$ cat src/rtl/fg_pkg.sv
// Shared widths, waveform codes and key FSM state encoding for the function
// generator parameter sequencer.
package fg_pkg;

  localparam int FREQ_W = 7;
  localparam int WAVE_W = 2;
  localparam int FTW_W  = 32;

  typedef enum logic [WAVE_W-1:0] {
    WAVE_SINE   = 2'd0,
    WAVE_SQUARE = 2'd1,
    WAVE_TRI    = 2'd2,
    WAVE_SAW    = 2'd3
  } wave_t;

  typedef enum logic [1:0] {
    KEY_IDLE = 2'd0,
    KEY_DEB  = 2'd1,
    KEY_HOLD = 2'd2,
    KEY_RPT  = 2'd3
  } key_state_t;

endpackage

$ cat src/rtl/key_debounce_repeat.sv
// Synchronises one active-low raw key, debounces it and emits single-cycle
// press events, optionally with auto-repeat while the key is held.
module key_debounce_repeat
  import fg_pkg::*;
#(
  parameter int DEB_CYCLES = 1_000_000,
  parameter int REP_DELAY  = 25_000_000,
  parameter int REP_PERIOD = 5_000_000,
  parameter bit REP_EN     = 1'b1
) (
  input  logic clk,
  input  logic rst_n,
  input  logic key_raw,
  output logic press_evt
);

  localparam int MAX_A  = (DEB_CYCLES > REP_DELAY) ? DEB_CYCLES : REP_DELAY;
  localparam int MAX_B  = (MAX_A > REP_PERIOD) ? MAX_A : REP_PERIOD;
  localparam int CNT_W  = $clog2(MAX_B + 1);
  localparam logic [CNT_W-1:0] DEB_LAST    = CNT_W'(DEB_CYCLES - 1);
  localparam logic [CNT_W-1:0] DELAY_LAST  = CNT_W'(REP_DELAY - 1);
  localparam logic [CNT_W-1:0] PERIOD_LAST = CNT_W'(REP_PERIOD - 1);

  logic key_meta, key_sync, pressed;
  key_state_t state, state_nxt;
  logic [CNT_W-1:0] cnt, cnt_nxt, rel_cnt, rel_nxt;
  logic evt_nxt;

  always_ff @(posedge clk or negedge rst_n) begin
    if (!rst_n) begin
      key_meta <= 1'b1;
      key_sync <= 1'b1;
    end else begin
      key_meta <= key_raw;
      key_sync <= key_meta;
    end
  end

  assign pressed = ~key_sync;

  always_ff @(posedge clk or negedge rst_n) begin
    if (!rst_n) begin
      state     <= KEY_IDLE;
      cnt       <= '0;
      rel_cnt   <= '0;
      press_evt <= 1'b0;
    end else begin
      state     <= state_nxt;
      cnt       <= cnt_nxt;
      rel_cnt   <= rel_nxt;
      press_evt <= evt_nxt;
    end
  end

  // cnt times the press (debounce, repeat delay, repeat period);
  // rel_cnt times a stable release out of HOLD/RPT.
  always_comb begin
    state_nxt = state;
    cnt_nxt   = cnt;
    rel_nxt   = '0;
    evt_nxt   = 1'b0;
    case (state)
      KEY_IDLE: begin
        if (pressed) begin
          state_nxt = KEY_DEB;
          cnt_nxt   = '0;
        end
      end
      KEY_DEB: begin
        if (!pressed) begin
          state_nxt = KEY_IDLE;
        end else if (cnt == DEB_LAST) begin
          state_nxt = KEY_HOLD;
          cnt_nxt   = '0;
          evt_nxt   = 1'b1;
        end else begin
          cnt_nxt = cnt + 1'b1;
        end
      end
      default: begin
        if (!pressed) begin
          cnt_nxt = '0;
          if (rel_cnt == DEB_LAST) state_nxt = KEY_IDLE;
          else                     rel_nxt   = rel_cnt + 1'b1;
        end else if (REP_EN && state == KEY_HOLD && cnt == DELAY_LAST) begin
          state_nxt = KEY_RPT;
          cnt_nxt   = '0;
          evt_nxt   = 1'b1;
        end else if (REP_EN && state == KEY_RPT && cnt == PERIOD_LAST) begin
          cnt_nxt = '0;
          evt_nxt = 1'b1;
        end else if (REP_EN) begin
          cnt_nxt = cnt + 1'b1;
        end
      end
    endcase
  end

endmodule

$ cat src/rtl/fg_param_sequencer.sv
// Turns the three user keys into pending frequency/waveform settings and
// commits them to the DDS/LCD outputs only at LCD frame boundaries.
module fg_param_sequencer
  import fg_pkg::*;
#(
  parameter int          DEB_CYCLES  = 1_000_000,
  parameter int          REP_DELAY   = 25_000_000,
  parameter int          REP_PERIOD  = 5_000_000,
  parameter int          FREQ_MAX    = 99,
  parameter int          WAVE_NUM    = 4,
  parameter logic [31:0] FTW_STEP    = 32'd85899,
  parameter bit          SYNC_COMMIT = 1'b1
) (
  input  logic              sys_clk,
  input  logic              rst_n,
  input  logic              freq_up_key,
  input  logic              freq_down_key,
  input  logic              wave_form_key,
  input  logic              lcd_vs,
  output logic [FREQ_W-1:0] freq_num,
  output logic [FTW_W-1:0]  frequency,
  output logic [WAVE_W-1:0] wave_sel,
  output logic              freq_up_trigger,
  output logic              freq_down_trigger,
  output logic              param_update
);

  localparam logic [FREQ_W-1:0] FREQ_TOP  = FREQ_W'(FREQ_MAX);
  localparam logic [WAVE_W-1:0] WAVE_LAST = WAVE_W'(WAVE_NUM - 1);
  localparam logic [24:0]       STEP_25   = FTW_STEP[24:0];

  logic up_evt, down_evt, wave_evt;
  logic vs_meta, vs_sync, vs_dly, commit_en;
  logic [FREQ_W-1:0] pend_freq, pend_freq_nxt, freq_plus1;
  logic [WAVE_W-1:0] pend_wave, pend_wave_nxt;
  logic [FTW_W-1:0]  ftw_product;

  key_debounce_repeat #(
    .DEB_CYCLES(DEB_CYCLES), .REP_DELAY(REP_DELAY), .REP_PERIOD(REP_PERIOD), .REP_EN(1'b1)
  ) u_key_up (.clk(sys_clk), .rst_n(rst_n), .key_raw(freq_up_key), .press_evt(up_evt));

  key_debounce_repeat #(
    .DEB_CYCLES(DEB_CYCLES), .REP_DELAY(REP_DELAY), .REP_PERIOD(REP_PERIOD), .REP_EN(1'b1)
  ) u_key_down (.clk(sys_clk), .rst_n(rst_n), .key_raw(freq_down_key), .press_evt(down_evt));

  key_debounce_repeat #(
    .DEB_CYCLES(DEB_CYCLES), .REP_DELAY(REP_DELAY), .REP_PERIOD(REP_PERIOD), .REP_EN(1'b0)
  ) u_key_wave (.clk(sys_clk), .rst_n(rst_n), .key_raw(wave_form_key), .press_evt(wave_evt));

  // Opposing up/down events in one cycle cancel; the wave event is independent.
  always_comb begin
    pend_freq_nxt = pend_freq;
    pend_wave_nxt = pend_wave;
    if (up_evt && !down_evt && pend_freq < FREQ_TOP)
      pend_freq_nxt = pend_freq + 1'b1;
    else if (down_evt && !up_evt && pend_freq != '0)
      pend_freq_nxt = pend_freq - 1'b1;
    if (wave_evt)
      pend_wave_nxt = (pend_wave == WAVE_LAST) ? '0 : pend_wave + 1'b1;
  end

  assign commit_en   = SYNC_COMMIT ? (vs_sync & ~vs_dly) : 1'b1;
  assign freq_plus1  = pend_freq + 1'b1;
  assign ftw_product = {25'd0, freq_plus1} * {7'd0, STEP_25};

  always_ff @(posedge sys_clk or negedge rst_n) begin
    if (!rst_n) begin
      vs_meta           <= 1'b0;
      vs_sync           <= 1'b0;
      vs_dly            <= 1'b0;
      pend_freq         <= '0;
      pend_wave         <= WAVE_SINE;
      freq_num          <= '0;
      frequency         <= FTW_STEP;
      wave_sel          <= WAVE_SINE;
      freq_up_trigger   <= 1'b0;
      freq_down_trigger <= 1'b0;
      param_update      <= 1'b0;
    end else begin
      vs_meta   <= lcd_vs;
      vs_sync   <= vs_meta;
      vs_dly    <= vs_sync;
      pend_freq <= pend_freq_nxt;
      pend_wave <= pend_wave_nxt;
      freq_up_trigger   <= 1'b0;
      freq_down_trigger <= 1'b0;
      param_update      <= 1'b0;
      if (commit_en) begin
        freq_num          <= pend_freq;
        frequency         <= ftw_product;
        wave_sel          <= pend_wave;
        freq_up_trigger   <= pend_freq > freq_num;
        freq_down_trigger <= pend_freq < freq_num;
        param_update      <= (pend_freq != freq_num) || (pend_wave != wave_sel);
      end
    end
  end

endmodule
$ cat config.mk
export PLATFORM = sky130hd
export DESIGN_NAME = fg_param_sequencer
export DESIGN_NICKNAME = d
export VERILOG_FILES = /design/src/rtl/fg_pkg.sv /design/src/rtl/key_debounce_repeat.sv /design/src/rtl/fg_param_sequencer.sv
export SDC_FILE = /design/constraint.sdc
export NUM_CORES = 1
export LEC_CHECK = 0
export ABC_AREA = 1
export CORE_MARGIN = 3
export CORE_UTILIZATION = 67
export DETAILED_ROUTE_END_ITERATION = 8
export GPL_ROUTABILITY_DRIVEN = 0
export PLACE_DENSITY_LB_ADDON = 0.2
export SYNTH_ARGS = -nofsm -noshare
export SYNTH_HDL_FRONTEND = slang
export SYNTH_SLANG_ARGS = --single-unit
$ cat constraint.sdc
create_clock -name sys_clk -period 11.9 [get_ports sys_clk]
set_clock_uncertainty 0.05 [all_clocks]
set_input_delay 1.785 -clock sys_clk [delete_from_list [all_inputs] [get_ports sys_clk]]
set_output_delay 1.785 -clock sys_clk [all_outputs]
set_load 0.03 [all_outputs]
==> out/qor.yml <==
yosys:
  synth-edff-count: 0
  synth_most_common_cell: "nand2_1"
  syn_area_mm2: 0.01501
  synthTopCellsByCount: "512 x nand2_1, 291 x nor2_1, 285 x inv_1"
  yosysTopAreaCellShare: 0.3284
  yosysWarnings: 0
  async_flop_share: 1.000
  avgSynthCellArea_um2: 7.149
  ys_types: 51
  ys_ff_latch: 213
  synth_seq_area_share: 0.3564
  netlist_top_cells_area: "dfrtp_1 33%, nand2_1 13%, nor2_1 7.3%"
  syn_inst: 2100
  synthFlopType: "dfrtp_1"
  synth.largest_area_cell: "dfrtp_1"
run_status:
  outcome: "complete, no violations"
pwr:
  p_per_area_mw_per_mm2: 109.8
  ir_drop_mv: 0.1300
  p_leak_nw: 8.075
  p_total_mw: 1.806
worst_setup_path:
  cp.arrival_ns: 5.82
  cp_data_required_time_ns: 12.25
  path_delay_family: "adder cells"
  cp_common_cell: "nand2_1"
  timing.reg2reg.setup_slack_ns: 6.43
  r2r-end: "frequency[15]"
  reg2regPathDepth: 22
  crit_type: "register to register"
  crit_chain: "ha_1 > nand4_1 > o21ai_2 > inv_2 > fa_1 > inv_1 > nand2_1 > nand2_1 > ha_1 > fa_1 > inv_1 > fa_1 > inv_1 > ha_1 > nand2_1 > inv_1 > nand2_1 > and2_1 > nand3_1 > or2_2 > nand3_1 > nand2_1"
  path_max_fanout: 15
  cp_slowest_cell: "dfrtp_1"
  reg2reg_from: "pend_freq[0]"
  cp_num_buf_inv: 5
  startpoint_type: "register"
  crit_path_end_kind: "register"
  slowest_delay_ns: 0.89
sta:
  min_period_ns: 5.469
  slew_headroom: 0.4354
  finalSetupViolCount: 0
  hold_violations: 0
  finalCritPeriodShare: 0.4596
  rsz0062_at_grt: "false"
  tightest_slew_ns: 0.8469
  whs_ns: 0.3049
  drv_slew: 0
  fmax_mhz: 182.9
  tns_ns: 0
detailed_routing:
  drc_errors: 0
  drt_first_pass_iters: 6
  totalWireLength_um: 36000
  post_drt_wl_per_cell_um: 14.77
  drtIter0Drc: 1048
  drtAntennaViolNets: 0
  num_vias: 13880
  via_per_inst: 5.692
cts:
  insertion_delay_ns: 0.53
  cts_setup_buffers: 0
  cts.sinks: 213
  cts_tree: "built"
  cts_buffers: 24
  cts_hold_buf: 0
  clockBufferDepth: 3
  htree_levels: 1
  clkSlewWorstSetupHoldPaths_ns: 0.06
  ctsResizeCount: 0
  cts_root_buffer: "clkbuf_16"
grt:
  overflow: 0
  grt_pass1_vias: 13530
  antenna_found_initial: 0
  grt_first_pass_wirelength_um: 62110
  grt_max_degree: 109
  grt_usage: 0.3004
job:
  max_cap_violations: 0
floorplan:
  io_pins: 50
  die_y_um: 155.7
  rows: 54
  die_w_um: 155.7
  fp.dieArea_mm2: 0.02424
  core-area_mm2: 0.02189
  start_util: 0.6858
min_path:
  hp-class: "register to register"
  whs_path_depth: 0
  min_from: "u_key_wave.key_meta"
  holdPathEnd: "u_key_wave.key_sync"
final_layout:
  fin_nets: 2246
  final_cell_area_mm2: 0.01645
  area_growth_pct: 9.602
  final_layout_size_suffix_gt1_frac: 0.06487
  multi_input_area_mm2: 0.008279
  seq_area_mm2: 0.005350
  fillers: 1686
  antenna_cells: 0
place:
  place_area_mm2: 0.01562
  dpl.hpwl_um: 26570
  portBuffers: 41
[worst max-delay path by stage]
stage / start / endpoint / slack, ns / cells past startpoint
2_1_floorplan: pend_freq[0] / frequency[15] / 7.16 / 23
3_3_place_gp: pend_freq[0] / frequency[15] / 6.73 / 21
3_5_place_dp: pend_freq[0] / frequency[15] / 6.52 / 22
4_1_cts: pend_freq[0] / frequency[15] / 6.47 / 22
5_1_grt: pend_freq[0] / frequency[15] / 6.02 / 22
6_report: pend_freq[0] / frequency[15] / 6.43 / 22
[worst register-to-register path, cell delays in order (launching register included)]
cell and delay, ns:
dfrtp_1 0.89, ha_1 0.34, nand4_1 0.20, o21ai_2 0.34
inv_2 0.12, fa_1 0.46, inv_1 0.12, nand2_1 0.09
nand2_1 0.10, ha_1 0.25, fa_1 0.51, inv_1 0.05
fa_1 0.49, inv_1 0.04, ha_1 0.35, nand2_1 0.16
inv_1 0.06, nand2_1 0.07, and2_1 0.16, nand3_1 0.10
or2_2 0.28, nand3_1 0.07, nand2_1 0.05
[area by class of cell]
class / instances / area share
inverters: 317 / 0.07232
multi-input cells: 1538 / 0.5032
clock inverters: 10 / 0.008669
repair buffers: 46 / 0.02753
flip-flops and latches: 213 / 0.3252
clock buffers: 34 / 0.04183
well taps: 280 / 0.02129
[placed cells by master, fill, tap and decap left out, types with 10 or more instances in the layout]
cell type,Yosys,routed
clkdlybuf4s50_1,0,40
inv_1,285,285
clkbuf_16,0,24
nor4_1,15,15
fa_1,17,17
o21ai_0,51,51
nand3_1,162,162
dfrtp_1,197,197
dfstp_2,16,16
nand3b_1,10,10
ha_1,83,83
xnor2_1,25,25
nor2_1,291,290
xor2_1,48,48
nor3b_1,15,15
o22ai_1,12,12
nor3_1,85,85
nor2_2,12,13
a21oi_1,35,35
nand4_1,75,75
or2_2,11,11
nand2_1,512,512
inv_2,28,28
[stage by stage]
step                worst slack [ns]  cells    util
finish                         6.431   2438  0.7516
global route                   6.016   2438  0.7516
CTS                            6.467   2438  0.7516
detailed placement             6.523   2394  0.7136
global placement               6.727   2394  0.7136
floorplan                      7.156   2107       -
[state kept, by name, summed over array words and instances, names as in the netlist, 7 cells and up]
register	cells
pend_freq	7
u_key_down.cnt	25
u_key_up.rel_cnt	25
frequency	24
u_key_wave.cnt	25
u_key_up.cnt	25
u_key_wave.rel_cnt	25
freq_num	7
u_key_down.rel_cnt	25
[report_power, final]
part / switching, mW / internal, mW
clock: 0.298 / 0.469
combinational: 0.193 / 0.0627
sequential: 0.0317 / 0.753
[cells by family (layout without fill, tap and decap cells)]
kind of cell / Yosys count / after routing / share of synthesized area
compound gates: 138 / 138 / 0.05309
xor+xnor: 73 / 73 / 0.04259
fa+ha+maj: 100 / 100 / 0.09185
buf+inv: 356 / 407 / 0.09401
flops: 213 / 213 / 0.3564
mux: 1 / 1 / 0.0006668
other cells: 1 / 8 / 0.0002498
simple gates: 1218 / 1218 / 0.3611
[metal layers]
metal | GRT usage | vias up | wire length [um]
li1 | - | 6824 | -
met1 | 0.3956 | 6408 | 15230
met3 | 0.03356 | 114 | 1965
met4 | 0.1155 | 0 | 1381
met2 | 0.5136 | 530 | 17420
met5 | 0 | - | 0
Note: power is estimated with default switching activity, not from simulation.
